### src/rtl/smart_room_pkg.sv
// Shared types and default constants for the smart_room entry controller and counter.
package smart_room_pkg;

  localparam int unsigned DefDebounceCycles = 4;
  localparam int unsigned DefTimeoutCycles  = 64;
  localparam int unsigned DefMaxPeople      = 10;
  localparam int unsigned DefCntW           = 4;

  typedef enum logic [2:0] {
    StIdle,
    StEnt1,
    StEnt2,
    StEnt3,
    StExt1,
    StExt2,
    StExt3,
    StWaitClr
  } seq_state_t;

endpackage

### src/rtl/beam_debounce.sv
// Two-flop synchroniser plus stability counter for one raw doorway beam.
module beam_debounce #(
  parameter int unsigned DEBOUNCE_CYCLES = 4
) (
  input  logic clk,
  input  logic reset,
  input  logic raw,
  output logic filt
);

  localparam int unsigned CntW = (DEBOUNCE_CYCLES > 1) ? $clog2(DEBOUNCE_CYCLES) : 1;
  localparam logic [CntW-1:0] CntLast = CntW'(DEBOUNCE_CYCLES - 1);

  logic [1:0]      sync_q;
  logic [CntW-1:0] cnt_q;
  logic            filt_q;

  always_ff @(posedge clk) begin
    if (!reset) begin
      sync_q <= '0;
      cnt_q  <= '0;
      filt_q <= 1'b0;
    end else begin
      sync_q <= {sync_q[0], raw};
      // Any return to the current filtered level restarts the stability count.
      if (sync_q[1] == filt_q) begin
        cnt_q <= '0;
      end else if (cnt_q == CntLast) begin
        filt_q <= sync_q[1];
        cnt_q  <= '0;
      end else begin
        cnt_q <= cnt_q + 1'b1;
      end
    end
  end

  assign filt = filt_q;

endmodule

### src/rtl/entry_sequencer.sv
// Doorway direction decoder: debounced beams -> single-cycle inc/dec commands and door lock.
// Optional sticky tailgate_alarm output when SMART_ROOM_TAILGATE_ALARM_EN is defined.
module entry_sequencer
  import smart_room_pkg::*;
#(
  parameter int unsigned DEBOUNCE_CYCLES = DefDebounceCycles,
  parameter int unsigned TIMEOUT_CYCLES  = DefTimeoutCycles,
  parameter int unsigned MAX_PEOPLE      = DefMaxPeople,
  parameter int unsigned CNT_W           = DefCntW
) (
  input  logic             clk,
  input  logic             reset,
  input  logic             beam_outer,
  input  logic             beam_inner,
  input  logic [CNT_W-1:0] people_count,
  output logic             inc_pulse,
  output logic             dec_pulse,
  output logic             door_locked,
  output logic             seq_error,
  output logic             busy
`ifdef SMART_ROOM_TAILGATE_ALARM_EN
  ,
  output logic             tailgate_alarm
`endif
);

  localparam int unsigned TmrW = (TIMEOUT_CYCLES > 1) ? $clog2(TIMEOUT_CYCLES) : 1;
  localparam logic [TmrW-1:0]  TmrLast = TmrW'(TIMEOUT_CYCLES - 1);
  localparam logic [CNT_W-1:0] CntMax  = {CNT_W{1'b1}};

  logic filt_outer, filt_inner;

  beam_debounce #(
    .DEBOUNCE_CYCLES(DEBOUNCE_CYCLES)
  ) u_outer (
    .clk  (clk),
    .reset(reset),
    .raw  (beam_outer),
    .filt (filt_outer)
  );

  beam_debounce #(
    .DEBOUNCE_CYCLES(DEBOUNCE_CYCLES)
  ) u_inner (
    .clk  (clk),
    .reset(reset),
    .raw  (beam_inner),
    .filt (filt_inner)
  );

  seq_state_t      state_q, state_d;
  logic [TmrW-1:0] tmr_q, tmr_d;
  logic            inc_q, inc_d;
  logic            dec_q, dec_d;
  logic            err_q, err_d;
  logic            busy_q;
  logic            locked_q;
  logic            entry_done, exit_done;
  logic [1:0]      beams;

  assign beams = {filt_outer, filt_inner};

  always_comb begin
    state_d    = state_q;
    tmr_d      = tmr_q;
    inc_d      = 1'b0;
    dec_d      = 1'b0;
    err_d      = 1'b0;
    entry_done = 1'b0;
    exit_done  = 1'b0;

    unique case (state_q)
      StIdle: begin
        case (beams)
          2'b10:   state_d = StEnt1;
          2'b01:   state_d = StExt1;
          2'b11: begin
            state_d = StWaitClr;
            err_d   = 1'b1;
          end
          default: state_d = StIdle;
        endcase
      end
      StEnt1: begin
        case (beams)
          2'b11:   state_d = StEnt2;
          2'b01:   state_d = StEnt3;
          2'b00:   state_d = StIdle;
          default: state_d = StEnt1;
        endcase
      end
      StEnt2: begin
        case (beams)
          2'b01:   state_d = StEnt3;
          2'b10:   state_d = StEnt1;
          2'b00: begin
            state_d = StIdle;
            err_d   = 1'b1;
          end
          default: state_d = StEnt2;
        endcase
      end
      StEnt3: begin
        case (beams)
          2'b00: begin
            state_d    = StIdle;
            entry_done = 1'b1;
          end
          2'b11:   state_d = StEnt2;
          2'b10:   state_d = StEnt1;
          default: state_d = StEnt3;
        endcase
      end
      StExt1: begin
        case (beams)
          2'b11:   state_d = StExt2;
          2'b10:   state_d = StExt3;
          2'b00:   state_d = StIdle;
          default: state_d = StExt1;
        endcase
      end
      StExt2: begin
        case (beams)
          2'b10:   state_d = StExt3;
          2'b01:   state_d = StExt1;
          2'b00: begin
            state_d = StIdle;
            err_d   = 1'b1;
          end
          default: state_d = StExt2;
        endcase
      end
      StExt3: begin
        case (beams)
          2'b00: begin
            state_d   = StIdle;
            exit_done = 1'b1;
          end
          2'b11:   state_d = StExt2;
          2'b01:   state_d = StExt1;
          default: state_d = StExt3;
        endcase
      end
      StWaitClr: begin
        if (beams == 2'b00) begin
          state_d = StIdle;
        end
      end
      default: state_d = StIdle;
    endcase

    // Counter saturation turns a completed pass into an error instead of a command.
    if (entry_done) begin
      if (people_count == CntMax) begin
        err_d = 1'b1;
      end else begin
        inc_d = 1'b1;
      end
    end
    if (exit_done) begin
      if (people_count == '0) begin
        err_d = 1'b1;
      end else begin
        dec_d = 1'b1;
      end
    end

    if (state_d != state_q || state_q == StIdle || state_q == StWaitClr) begin
      tmr_d = '0;
    end else if (tmr_q == TmrLast) begin
      state_d = StWaitClr;
      err_d   = 1'b1;
      tmr_d   = '0;
    end else begin
      tmr_d = tmr_q + 1'b1;
    end
  end

  always_ff @(posedge clk) begin
    if (!reset) begin
      state_q  <= StIdle;
      tmr_q    <= '0;
      inc_q    <= 1'b0;
      dec_q    <= 1'b0;
      err_q    <= 1'b0;
      busy_q   <= 1'b0;
      locked_q <= 1'b0;
    end else begin
      state_q  <= state_d;
      tmr_q    <= tmr_d;
      inc_q    <= inc_d;
      dec_q    <= dec_d;
      err_q    <= err_d;
      busy_q   <= (state_d != StIdle);
      locked_q <= (32'(people_count) >= MAX_PEOPLE);
    end
  end

  assign inc_pulse   = inc_q;
  assign dec_pulse   = dec_q;
  assign seq_error   = err_q;
  assign busy        = busy_q;
  assign door_locked = locked_q;

`ifdef SMART_ROOM_TAILGATE_ALARM_EN
  logic tailgate_q;

  // Sticky: only reset clears it, so staff see every entry made against the lock.
  always_ff @(posedge clk) begin
    if (!reset) begin
      tailgate_q <= 1'b0;
    end else if (entry_done && locked_q) begin
      tailgate_q <= 1'b1;
    end
  end

  assign tailgate_alarm = tailgate_q;
`else
  // Default build carries no tailgate alarm state.
`endif

endmodule

### config.mk
export PLATFORM = sky130hd
export DESIGN_NAME = entry_sequencer
export DESIGN_NICKNAME = d
export VERILOG_FILES = /design/src/rtl/smart_room_pkg.sv /design/src/rtl/beam_debounce.sv /design/src/rtl/entry_sequencer.sv
export SDC_FILE = /design/constraint.sdc
export NUM_CORES = 1
export LEC_CHECK = 0
export ABC_AREA = 0
export BUFFER_PORTS_ARGS = -buffer_cell sky130_fd_sc_hd__buf_2
export CORE_MARGIN = 2
export CORE_UTILIZATION = 50
export CTS_BUF_LIST = sky130_fd_sc_hd__clkbuf_16
export DETAILED_ROUTE_END_ITERATION = 6
export PLACE_DENSITY = 0.77
export SYNTH_ARGS = -nofsm -noshare
export SYNTH_HDL_FRONTEND = slang
export SYNTH_HIERARCHICAL = 1
export SYNTH_SLANG_ARGS = --single-unit
### constraint.sdc
create_clock -name clk -period 5.5 [get_ports clk]
set_input_delay 0.55 -clock clk [delete_from_list [all_inputs] [get_ports clk]]
set_output_delay 0.55 -clock clk [all_outputs]
set_load 0.02 [all_outputs]
Word level (Yosys, flattened, before mapping)
Index checks and enable logic that the tools add are counted.
W data, S select, Z words.
{"block": "totals", "ff_bits": 24, "in_bits": 8}
{"block": "op_classes", "n_addsub": 3, "order_cmp": 1, "eq_ne": 17, "mux": 24, "bitwise": 3, "reduce_logical": 14}
{"op": "$pmux W3 S3", "n": 4}
{"op": "$pmux W3 S8", "n": 1}
{"op": "$pmux W2 S3", "n": 3}
{"op": "$eq A3 B3 Y1 const B", "n": 4}
{"op": "$mux W1", "n": 12}
{"op": "$mux W3", "n": 3}
{"op": "$reduce_or A3 Y1", "n": 3}
{"op": "$eq A2 B2 Y1 const B", "n": 4}
{"op": "$reduce_and A2 Y1", "n": 4}
{"op": "$add A6 B1 Y6 const B", "n": 1}
{"op": "$eq A3 B2 Y1 const B", "n": 2}
{"op": "$eq A6 B6 Y1 const B", "n": 1}
{"op": "$add A2 B1 Y2 const B", "n": 2}
{"op": "$eq A4 B4 Y1 const B", "n": 1}
{"op": "$ge A4 B4 Y1 const B", "n": 1}
{"op": "$logic_not A4 Y1", "n": 1}
{"op": "$eq A3 B1 Y1 const B", "n": 1}
{"op": "$logic_not A3 Y1", "n": 1}
{"op": "$ne A3 B3 Y1", "n": 1}
{"op": "$not A1 Y1", "n": 3}
{"op": "$reduce_bool A3 Y1", "n": 1}
{"op": "$eq A1 B1 Y1", "n": 2}
{"op": "$eq A2 B1 Y1 const B", "n": 1}
{"op": "$logic_not A2 Y1", "n": 1}
{"op": "other kinds (3)", "n": 4}

Longest topological paths before layout
Gate-level depths: netlist of the first run.
{"block": "logic_depth", "depth_word": 9, "depth_mapped": 6}

By module
The synthesis of the first run kept the hierarchy.
{"module": "entry_sequencer", "instances": 1, "cells_each": 101, "area_each_um2": 922.1, "seq_area_each_um2": 280.3}
{"module": "beam_debounce", "instances": 2, "cells_each": 13, "area_each_um2": 171.4, "seq_area_each_um2": 100.1}

Worst setup path before layout of the first run
No wires, ideal clock.
{"block": "synth_path", "kind": "register to register", "from": "reg u_outer.filt_q, in the netlist u_outer/filt", "to": "reg state_q[0]", "setup_ns": 0.114, "t_arrival_ns": 1.752, "slack_ns": 3.634, "path_stages_with_launch": 7, "path_buffers": 0, "period_less_slack_ns": 1.866, "cell_sequence": "dfxtp_1 -> inv_1 -> ha_1 -> o21a_1 -> o31a_1 -> o2111ai_4 -> a2bb2o_4"}
{"block": "synth_via", "elab_chain_len": 7}
{"item": "start: declaration", "line_no": "beam_debounce.sv:16", "source": "logic filt_q;"}
{"item": "start signal: assignment", "line_no": "beam_debounce.sv:29", "source": "filt_q <= sync_q[1];"}
{"item": "$eq A2 B1 Y1, or another cell as far along"}
{"item": "$pmux W3 S3, or another cell as far along", "line_no": "entry_sequencer.sv:134", "source": "case (beams)"}
{"item": "$pmux W3 S8 (*)", "line_no": "entry_sequencer.sv:72", "source": "unique case (state_q)"}
{"item": "$ne A3 B3 Y1", "line_no": "entry_sequencer.sv:168", "source": "if (state_d != state_q || state_q == StIdle || state_q == StWaitClr) begin"}
{"item": "$logic_or A1 B1 Y1 (2 in series)", "line_no": "entry_sequencer.sv:168"}
{"item": "$mux W3 (*)", "line_no": "entry_sequencer.sv:168"}
{"item": "end signal: assignment", "line_no": "entry_sequencer.sv:181", "source": "state_q <= StIdle;"}
{"item": "end signal: assignment", "line_no": "entry_sequencer.sv:189", "source": "state_q <= state_d;"}
{"item": "end: declaration", "line_no": "entry_sequencer.sv:51", "source": "seq_state_t state_q, state_d;"}
Every way passes the cells marked *; elsewhere a longest branch is shown, timed or not.
A chain may end at the register's enable or synchronous reset.

Final worst setup path of the first run
Ends and elaborated chain as after synthesis.

==> flow_summary.json, run 1 <==
{
  "ctsLongestPathBuffers": 2,
  "vdd_ir_drop_max_mv": 0.180,
  "route.final.wire_length_mm": 2.42,
  "syn-cell-area_mm2": 0.00126,
  "synthesis.yosys.warnings": 6,
  "placed_cells": 164,
  "critical_path.endpoint_type": "flop",
  "chipWidth_um": 54.3,
  "crit_path_max_fanout": 8,
  "synthCells": 127,
  "critical_path_class": "flop to flop",
  "synth_top_cell_area_share": 0.380,
  "cts_buffers": 3,
  "path_buf_inv": 1,
  "finalPower_mw": 0.347,
  "num_vias": 995,
  "post_layout_nonfiller_instances": 168,
  "status": "completed",
  "worst_margin_slew_ns": 0.596,
  "cts-hold-fix-buffers": 0,
  "core.rowCount": 18,
  "startpoint_type": "flop",
  "detailed_place_hpwl_mm": 1.64,
  "dominantRegCellSynth": "sky130_fd_sc_hd__dfxtp_1",
  "slowest_delay_ns": 0.46,
  "seq_area_frac_synth": 0.380,
  "synth_enable_flop_cells": 0,
  "final.fill_count": 213,
  "yosys-top-cells-area": "sky130_fd_sc_hd__dfxtp_1 38%, sky130_fd_sc_hd__ha_1 9.9%, sky130_fd_sc_hd__xnor2_1 3.5%",
  "worst_ep_arrival_time_ns": 2.19,
  "synth_fp_nets": 145,
  "core_mm2": 0.00243,
  "period_needed_ns": 2.03,
  "number_of_nets_in_the_layout": 157,
  "crit_cells": 6,
  "first_pass_grt_wire_length_mm": 3.94,
  "post_dp_cell_area_mm2": 0.00132,
  "h-tree-depth": 1,
  "rr_worst_depth": 6,
  "postRouteAntennaNets": 0,
  "slowest_library_cell_on_the_worst_path": "sky130_fd_sc_hd__dfxtp_1",
  "cts_tree": "done",
  "crit_family": "compound AO/OA/AOI/OAI gates",
  "crit_required_ns": 5.66,
  "skew_ns": 0.00204,
  "dr.first_iter.drc_count": 24,
  "die_height_um": 54.3,
  "maximum_number_of_pins_on_one_net_before_global_route_repair": 19,
  "fmax_ghz": 0.492,
  "grt_pass1_vias": 877,
  "cts.sink_count": 24,
  "timing.final.setup_violations": 0,
  "antenna_found_initial": 0,
  "io_buffer_count": 12,
  "avgRoutedWirePerCell_um": 14.4,
  "static-leakage-power_nw": 0.548,
  "drv.max_cap_violation_count": 0,
  "asyncSetResetFlopFracSynth": 0,
  "cts_root_buf": "sky130_fd_sc_hd__clkbuf_16",
  "grt_overflow": 0,
  "pin_count": 13,
  "die_area_mm2": 0.00295,
  "slew_violations": 0,
  "postCtsResizedCells": 0,
  "detail_route.first_pass.iterations": 4,
  "finalCritPeriodShare": 0.370,
  "grt.total_usage": 0.190,
  "routed_via_density": 5.92,
  "power_per_cell_area_mw_per_mm2": 247,
  "synth.ff_latch_count": 24,
  "hold_viol": 0,
  "synthesis.area_per_instance_um2": 9.96,
  "drcViolationCount": 0,
  "drive_above_1_share": 0.167,
  "synth_cell_types": 43,
  "timing.max_slew.rel_slack": 0.602,
  "antenna_cells": 0,
  "yosysTopAreaCell": "sky130_fd_sc_hd__dfxtp_1",
  "finalSetupTns_ns": 0,
  "clkLatencyLatePin_ns": 0.26,
  "clk_pin_slew_worst_paths_ns": 0.06,
  "tightest_hold_check_type": "flop to flop",
  "rsz0062_at_grt": "no",
  "synthesis_to_layout_area_growth_pct": 10.9,
  "final_area_mm2": 0.00140,
  "hold_slack_ns": 0.430,
  "cp_cell_sequence": "inv_1 -> ha_1 -> o21a_1 -> o31a_1 -> o2111ai_4 -> a2bb2o_4",
  "timing.hold.worst_path_depth": 1,
  "post_cts.repair.setup_buffers": 0,
  "gp_congestion": 0.893,
  "start_util": 0.520
}
-- registers in the layout (all words and copies together), names as in the netlist --
name	flops
door_locked	1
u_inner/cnt_q	2
u_outer/cnt_q	2
u_outer/sync_q	2
state_q	3
u_outer/filt	1
busy	1
tmr_q	6
inc_pulse	1
u_inner/filt	1
dec_pulse	1
seq_error	1
u_inner/sync_q	2
-- synth_stat cells, types with 2 or more instances --
library cell	instances
sky130_fd_sc_hd__buf_6	2
sky130_fd_sc_hd__nand3_1	6
sky130_fd_sc_hd__dfxtp_1	24
sky130_fd_sc_hd__nor2b_1	4
sky130_fd_sc_hd__nand3b_1	2
sky130_fd_sc_hd__mux2i_1	3
sky130_fd_sc_hd__a31oi_1	2
sky130_fd_sc_hd__nor3_1	5
sky130_fd_sc_hd__nor4_1	2
sky130_fd_sc_hd__ha_1	10
sky130_fd_sc_hd__and4bb_2	2
sky130_fd_sc_hd__inv_1	5
sky130_fd_sc_hd__nor4b_1	4
sky130_fd_sc_hd__a21oi_1	5
sky130_fd_sc_hd__and3_1	2
sky130_fd_sc_hd__and2_1	4
sky130_fd_sc_hd__xnor2_1	5
sky130_fd_sc_hd__nand2_1	6
sky130_fd_sc_hd__nor2_1	8
sky130_fd_sc_hd__o21a_1	3
-- through the flow --
stage                     worst slack [ns]  utilization
after CTS                             3.46        0.577
after global placement                3.56        0.544
final                                 3.47        0.577
after detailed placement              3.49        0.544
after global routing                  3.36        0.577
after floorplan                       3.63            -
-- area by class of cell --
type / instances / area [µm²] / area share
tap: 30 / 37.5 / 0.0268
multi-input combinational: 93 / 727 / 0.518
inverter: 5 / 18.8 / 0.0134
clock inverter: 1 / 3.75 / 0.00268
clock buffer: 3 / 75.1 / 0.0535
sequential: 24 / 480 / 0.343
timing repair buffer: 12 / 60.1 / 0.0428
-- layer usage --
| metal | vias up | GRT usage | share of wire | wire [µm] |
|---|---|---|---|---|
| met2 | 35 | 0.293 | 0.47 | 1140 |
| li1 | 485 | - | - | - |
| met1 | 469 | 0.247 | 0.44 | 1070 |
| met4 | 0 | 0.113 | 0.028 | 67 |
| met3 | 6 | 0.0328 | 0.059 | 143 |
| met5 | - | 0 | 0 | 0 |
-- path summary, 6_finish.rpt --
kind	from	end	slack (ns)
min reg2reg	u_inner/cnt_q[0]$_SDFF_PP0_	u_inner/cnt_q[0]$_SDFF_PP0_	0.43
min	u_inner/cnt_q[0]$_SDFF_PP0_	u_inner/cnt_q[0]$_SDFF_PP0_	0.43
max	u_outer/filt$_SDFFE_PN0P_	state_q[0]$_SDFF_PN0_	3.47
max reg2reg	u_outer/filt$_SDFFE_PN0P_	state_q[0]$_SDFF_PN0_	3.47
-- placed cells by master, fill, tap and decap left out, types with 2 or more instances in the layout --
| cell | netlist | final |
|---|---|---|
| sky130_fd_sc_hd__buf_2 | 1 | 12 |
| sky130_fd_sc_hd__ha_1 | 10 | 10 |
| sky130_fd_sc_hd__nand3_1 | 6 | 6 |
| sky130_fd_sc_hd__and4bb_2 | 2 | 2 |
| sky130_fd_sc_hd__nor2_1 | 8 | 8 |
| sky130_fd_sc_hd__nand2_1 | 6 | 6 |
| sky130_fd_sc_hd__a21oi_1 | 5 | 5 |
| sky130_fd_sc_hd__dfxtp_1 | 24 | 24 |
| sky130_fd_sc_hd__and2_1 | 4 | 4 |
| sky130_fd_sc_hd__a31oi_1 | 2 | 2 |
| sky130_fd_sc_hd__nor2b_1 | 4 | 4 |
| sky130_fd_sc_hd__mux2i_1 | 3 | 3 |
| sky130_fd_sc_hd__o21a_1 | 3 | 3 |
| sky130_fd_sc_hd__nand3b_1 | 2 | 2 |
| sky130_fd_sc_hd__xnor2_1 | 5 | 5 |
| sky130_fd_sc_hd__and3_1 | 2 | 2 |
| sky130_fd_sc_hd__nor4b_1 | 4 | 4 |
| sky130_fd_sc_hd__nor4_1 | 2 | 2 |
| sky130_fd_sc_hd__nor3_1 | 5 | 5 |
| sky130_fd_sc_hd__clkbuf_16 | 0 | 3 |
| sky130_fd_sc_hd__inv_1 | 5 | 5 |
-- power by group --
part	total [mW]	leakage, nW	internal (mW)	switching, mW
Combinational	0.00937	0.315	0.00435	0.00501
Sequential	0.177	0.194	0.176	0.000827
Clock	0.160	0.0385	0.0973	0.0630
Total	0.347	0.548	0.278	0.0689
-- kinds of logic after synthesis --
logic type               share of synthesized area
AND/OR/NAND/NOR                              0.241
adder cells (fa/ha/maj)                     0.0989
buffers and inverters                       0.0455
XOR/XNOR                                    0.0415
multiplexers                                0.0237
AO/OA/AOI/OAI                                0.169
flip-flops                                   0.380
No activity file was read; power rests on OpenSTA's default activity.
==> inputs of run 2 (changes only) <==
--- a/config.mk
+++ b/config.mk
@@ -11,7 +11,7 @@
 export CORE_UTILIZATION = 50
 export CTS_BUF_LIST = sky130_fd_sc_hd__clkbuf_16
 export DETAILED_ROUTE_END_ITERATION = 6
-export PLACE_DENSITY = 0.77
+export PLACE_DENSITY = 0.8
 export SYNTH_ARGS = -nofsm -noshare
 export SYNTH_HDL_FRONTEND = slang
 export SYNTH_HIERARCHICAL = 1
==> constraint.sdc (replaced) <==
create_clock -name clk -period 1.8 [get_ports clk]
set_input_delay 0.18 -clock clk [delete_from_list [all_inputs] [get_ports clk]]
set_output_delay 0.18 -clock clk [all_outputs]
set_load 0.02 [all_outputs]
==> run 2 against run 1 <==
Via count is 2.4% higher. Global-route usage grew 0.17 points. Sequential power grew to 3.0 times the previous value. Critical endpoint unchanged.
==> flow_summary.json, run 2 (same netlist as run 1, synthesis figures left out) <==
{
  "status": "completed",
  "timing.max_slew.rel_slack": 0.643,
  "core_mm2": 0.00243,
  "gp_congestion": 0.881,
  "num_vias": 1019,
  "io_buffer_count": 12,
  "finalSetupTns_ns": 0,
  "critical_path.endpoint_type": "flop",
  "first_pass_grt_wire_length_mm": 4.03,
  "final_area_mm2": 0.00164,
  "fmax_ghz": 0.564,
  "antenna_found_initial": 0,
  "critical_path_class": "flop to flop",
  "finalCritPeriodShare": 0.985,
  "worst_ep_arrival_time_ns": 1.92,
  "tightest_hold_check_type": "input port to flop",
  "drive_above_1_share": 0.360,
  "post_layout_nonfiller_instances": 180,
  "path_buf_inv": 1,
  "globalRouteMet2Util": 0.345,
  "met3_grt_util": 0.0328,
  "cts_tree": "done",
  "clk_pin_slew_worst_paths_ns": 0.06,
  "skew_ns": 0.00533,
  "die_area_mm2": 0.00295,
  "die_height_um": 54.3,
  "vdd_ir_drop_max_mv": 0.463,
  "startpoint_type": "flop",
  "placed_cells": 175,
  "timing.final.setup_violations": 0,
  "crit_required_ns": 1.95,
  "pin_count": 13,
  "mostFrequentLayoutCell": "sky130_fd_sc_hd__dfxtp_1",
  "largest_register_ff_count": 6,
  "power_per_cell_area_mw_per_mm2": 638,
  "number_of_nets_in_the_layout": 169,
  "layout_top_registers": "tmr_q: 6 flops, state_q: 3 flops",
  "start_util": 0.520,
  "ctsLongestPathBuffers": 2,
  "cts_root_buf": "sky130_fd_sc_hd__clkbuf_16",
  "hold_slack_ns": 0.128,
  "busiest_layer": "met2",
  "most_frequent_cells_in_the_layout": "21 x sky130_fd_sc_hd__dfxtp_1, 12 x sky130_fd_sc_hd__buf_2, 12 x sky130_fd_sc_hd__buf_4",
  "crit_path_max_fanout": 8,
  "slew_violations": 0,
  "grt.met1_usage": 0.228,
  "route.final.wire_length_mm": 2.67,
  "drcViolationCount": 0,
  "layout_utilization": 0.673,
  "grt_overflow": 0,
  "slowest_delay_ns": 0.39,
  "antenna_cells": 0,
  "routed_via_density": 5.66,
  "worst_margin_slew_ns": 0.522,
  "grt.total_usage": 0.192,
  "h-tree-depth": 1,
  "grt_pass1_vias": 921,
  "crit_family": "compound AO/OA/AOI/OAI gates",
  "chipWidth_um": 54.3,
  "avgRoutedWirePerCell_um": 14.9,
  "slowest_library_cell_on_the_worst_path": "sky130_fd_sc_hd__dfxtp_4",
  "cts_buffers": 3,
  "detail_route.first_pass.iterations": 4,
  "rsz0062_at_grt": "yes",
  "dr.first_iter.drc_count": 19,
  "maximum_number_of_pins_on_one_net_before_global_route_repair": 19,
  "drv.max_cap_violation_count": 0,
  "cts.sink_count": 24,
  "core.rowCount": 18,
  "post_dp_cell_area_mm2": 0.00141,
  "cp_cell_sequence": "buf_4 -> ha_4 -> nor3_2 -> o31a_1 -> o2111ai_4 -> a2bb2o_4",
  "static-leakage-power_nw": 0.630,
  "period_needed_ns": 1.77,
  "hold_viol": 0,
  "postRouteAntennaNets": 0,
  "max_flop_register": "tmr_q",
  "synthesis_to_layout_area_growth_pct": 29.5,
  "cts-hold-fix-buffers": 0,
  "detailed_place_hpwl_mm": 1.90,
  "clkLatencyLatePin_ns": 0.25,
  "final.fill_count": 188
}
## run 2: cell count changes in the layout (fill, tap and decap cells not counted), sizes merged
cell / before / now
buf: 12 / 24
## run 2: per-stage QoR
step / setup WS (ns) / power, mW
detailed placement: -0.0675 / 0.581
global route: -0.0540 / 1.07
global placement: 0.00785 / 0.579
finish: 0.0263 / 1.04
CTS: 0.00564 / 1.05
floorplan: 0.0136 / 0.563
## run 2: layout make-up
class,count,area [µm²],area share
clock buffers,3,75.1,0.0458
well taps,30,37.5,0.0229
repair buffers,24,150,0.0917
multi-input cells,93,856,0.523
clock inverters,1,3.75,0.00229
flip-flops and latches,24,489,0.299
inverters,5,26.3,0.0160
## run 2: path summary, 6_finish.rpt
kind                                             startpoint                           end  slack [ns]  cells after the start
worst max-delay path              u_outer/filt$_SDFFE_PN0P_         state_q[0]$_SDFF_PN0_        0.03                      6
worst min-delay path                             beam_outer  u_outer/sync_q[0]$_SDFF_PN0_        0.13                      2
worst max register to register    u_outer/filt$_SDFFE_PN0P_         state_q[0]$_SDFF_PN0_        0.03                      6
worst min register to register  u_outer/cnt_q[0]$_SDFF_PP0_   u_outer/cnt_q[0]$_SDFF_PP0_        0.44                      1
## run 2: worst reg2reg max path: cells and delay by family (launching register included)
family / cells / cell delay [ns]
compound gates: 3 / 0.97
fa+ha+maj: 1 / 0.13
buf+inv: 1 / 0.15
flops: 1 / 0.39
simple gates: 1 / 0.04
## run 2: timing repair
action,4_1_cts,5_1_grt
endpoints found under the setup margin,7,9
hold endpoints to repair,0,0
gates resized for setup,8,22
cloned,0,0
pin swaps,2,3
buffers inserted,0,1
## run 2: report_power, final
part / switching [mW] / total [mW] / internal, mW / leakage (nW)
clock network: 0.182 / 0.479 / 0.297 / 0.0385
logic: 0.0155 / 0.0289 / 0.0134 / 0.395
registers: 0.00254 / 0.537 / 0.535 / 0.197
total: 0.200 / 1.04 / 0.845 / 0.630
## run 2: routing by layer
metal,wire [µm],share of wire,up-vias
li1,-,-,510
met1,1250,0.47,478
met2,1280,0.48,29
met3,122,0.046,2
met4,17,0.0064,0
met5,0,0,-
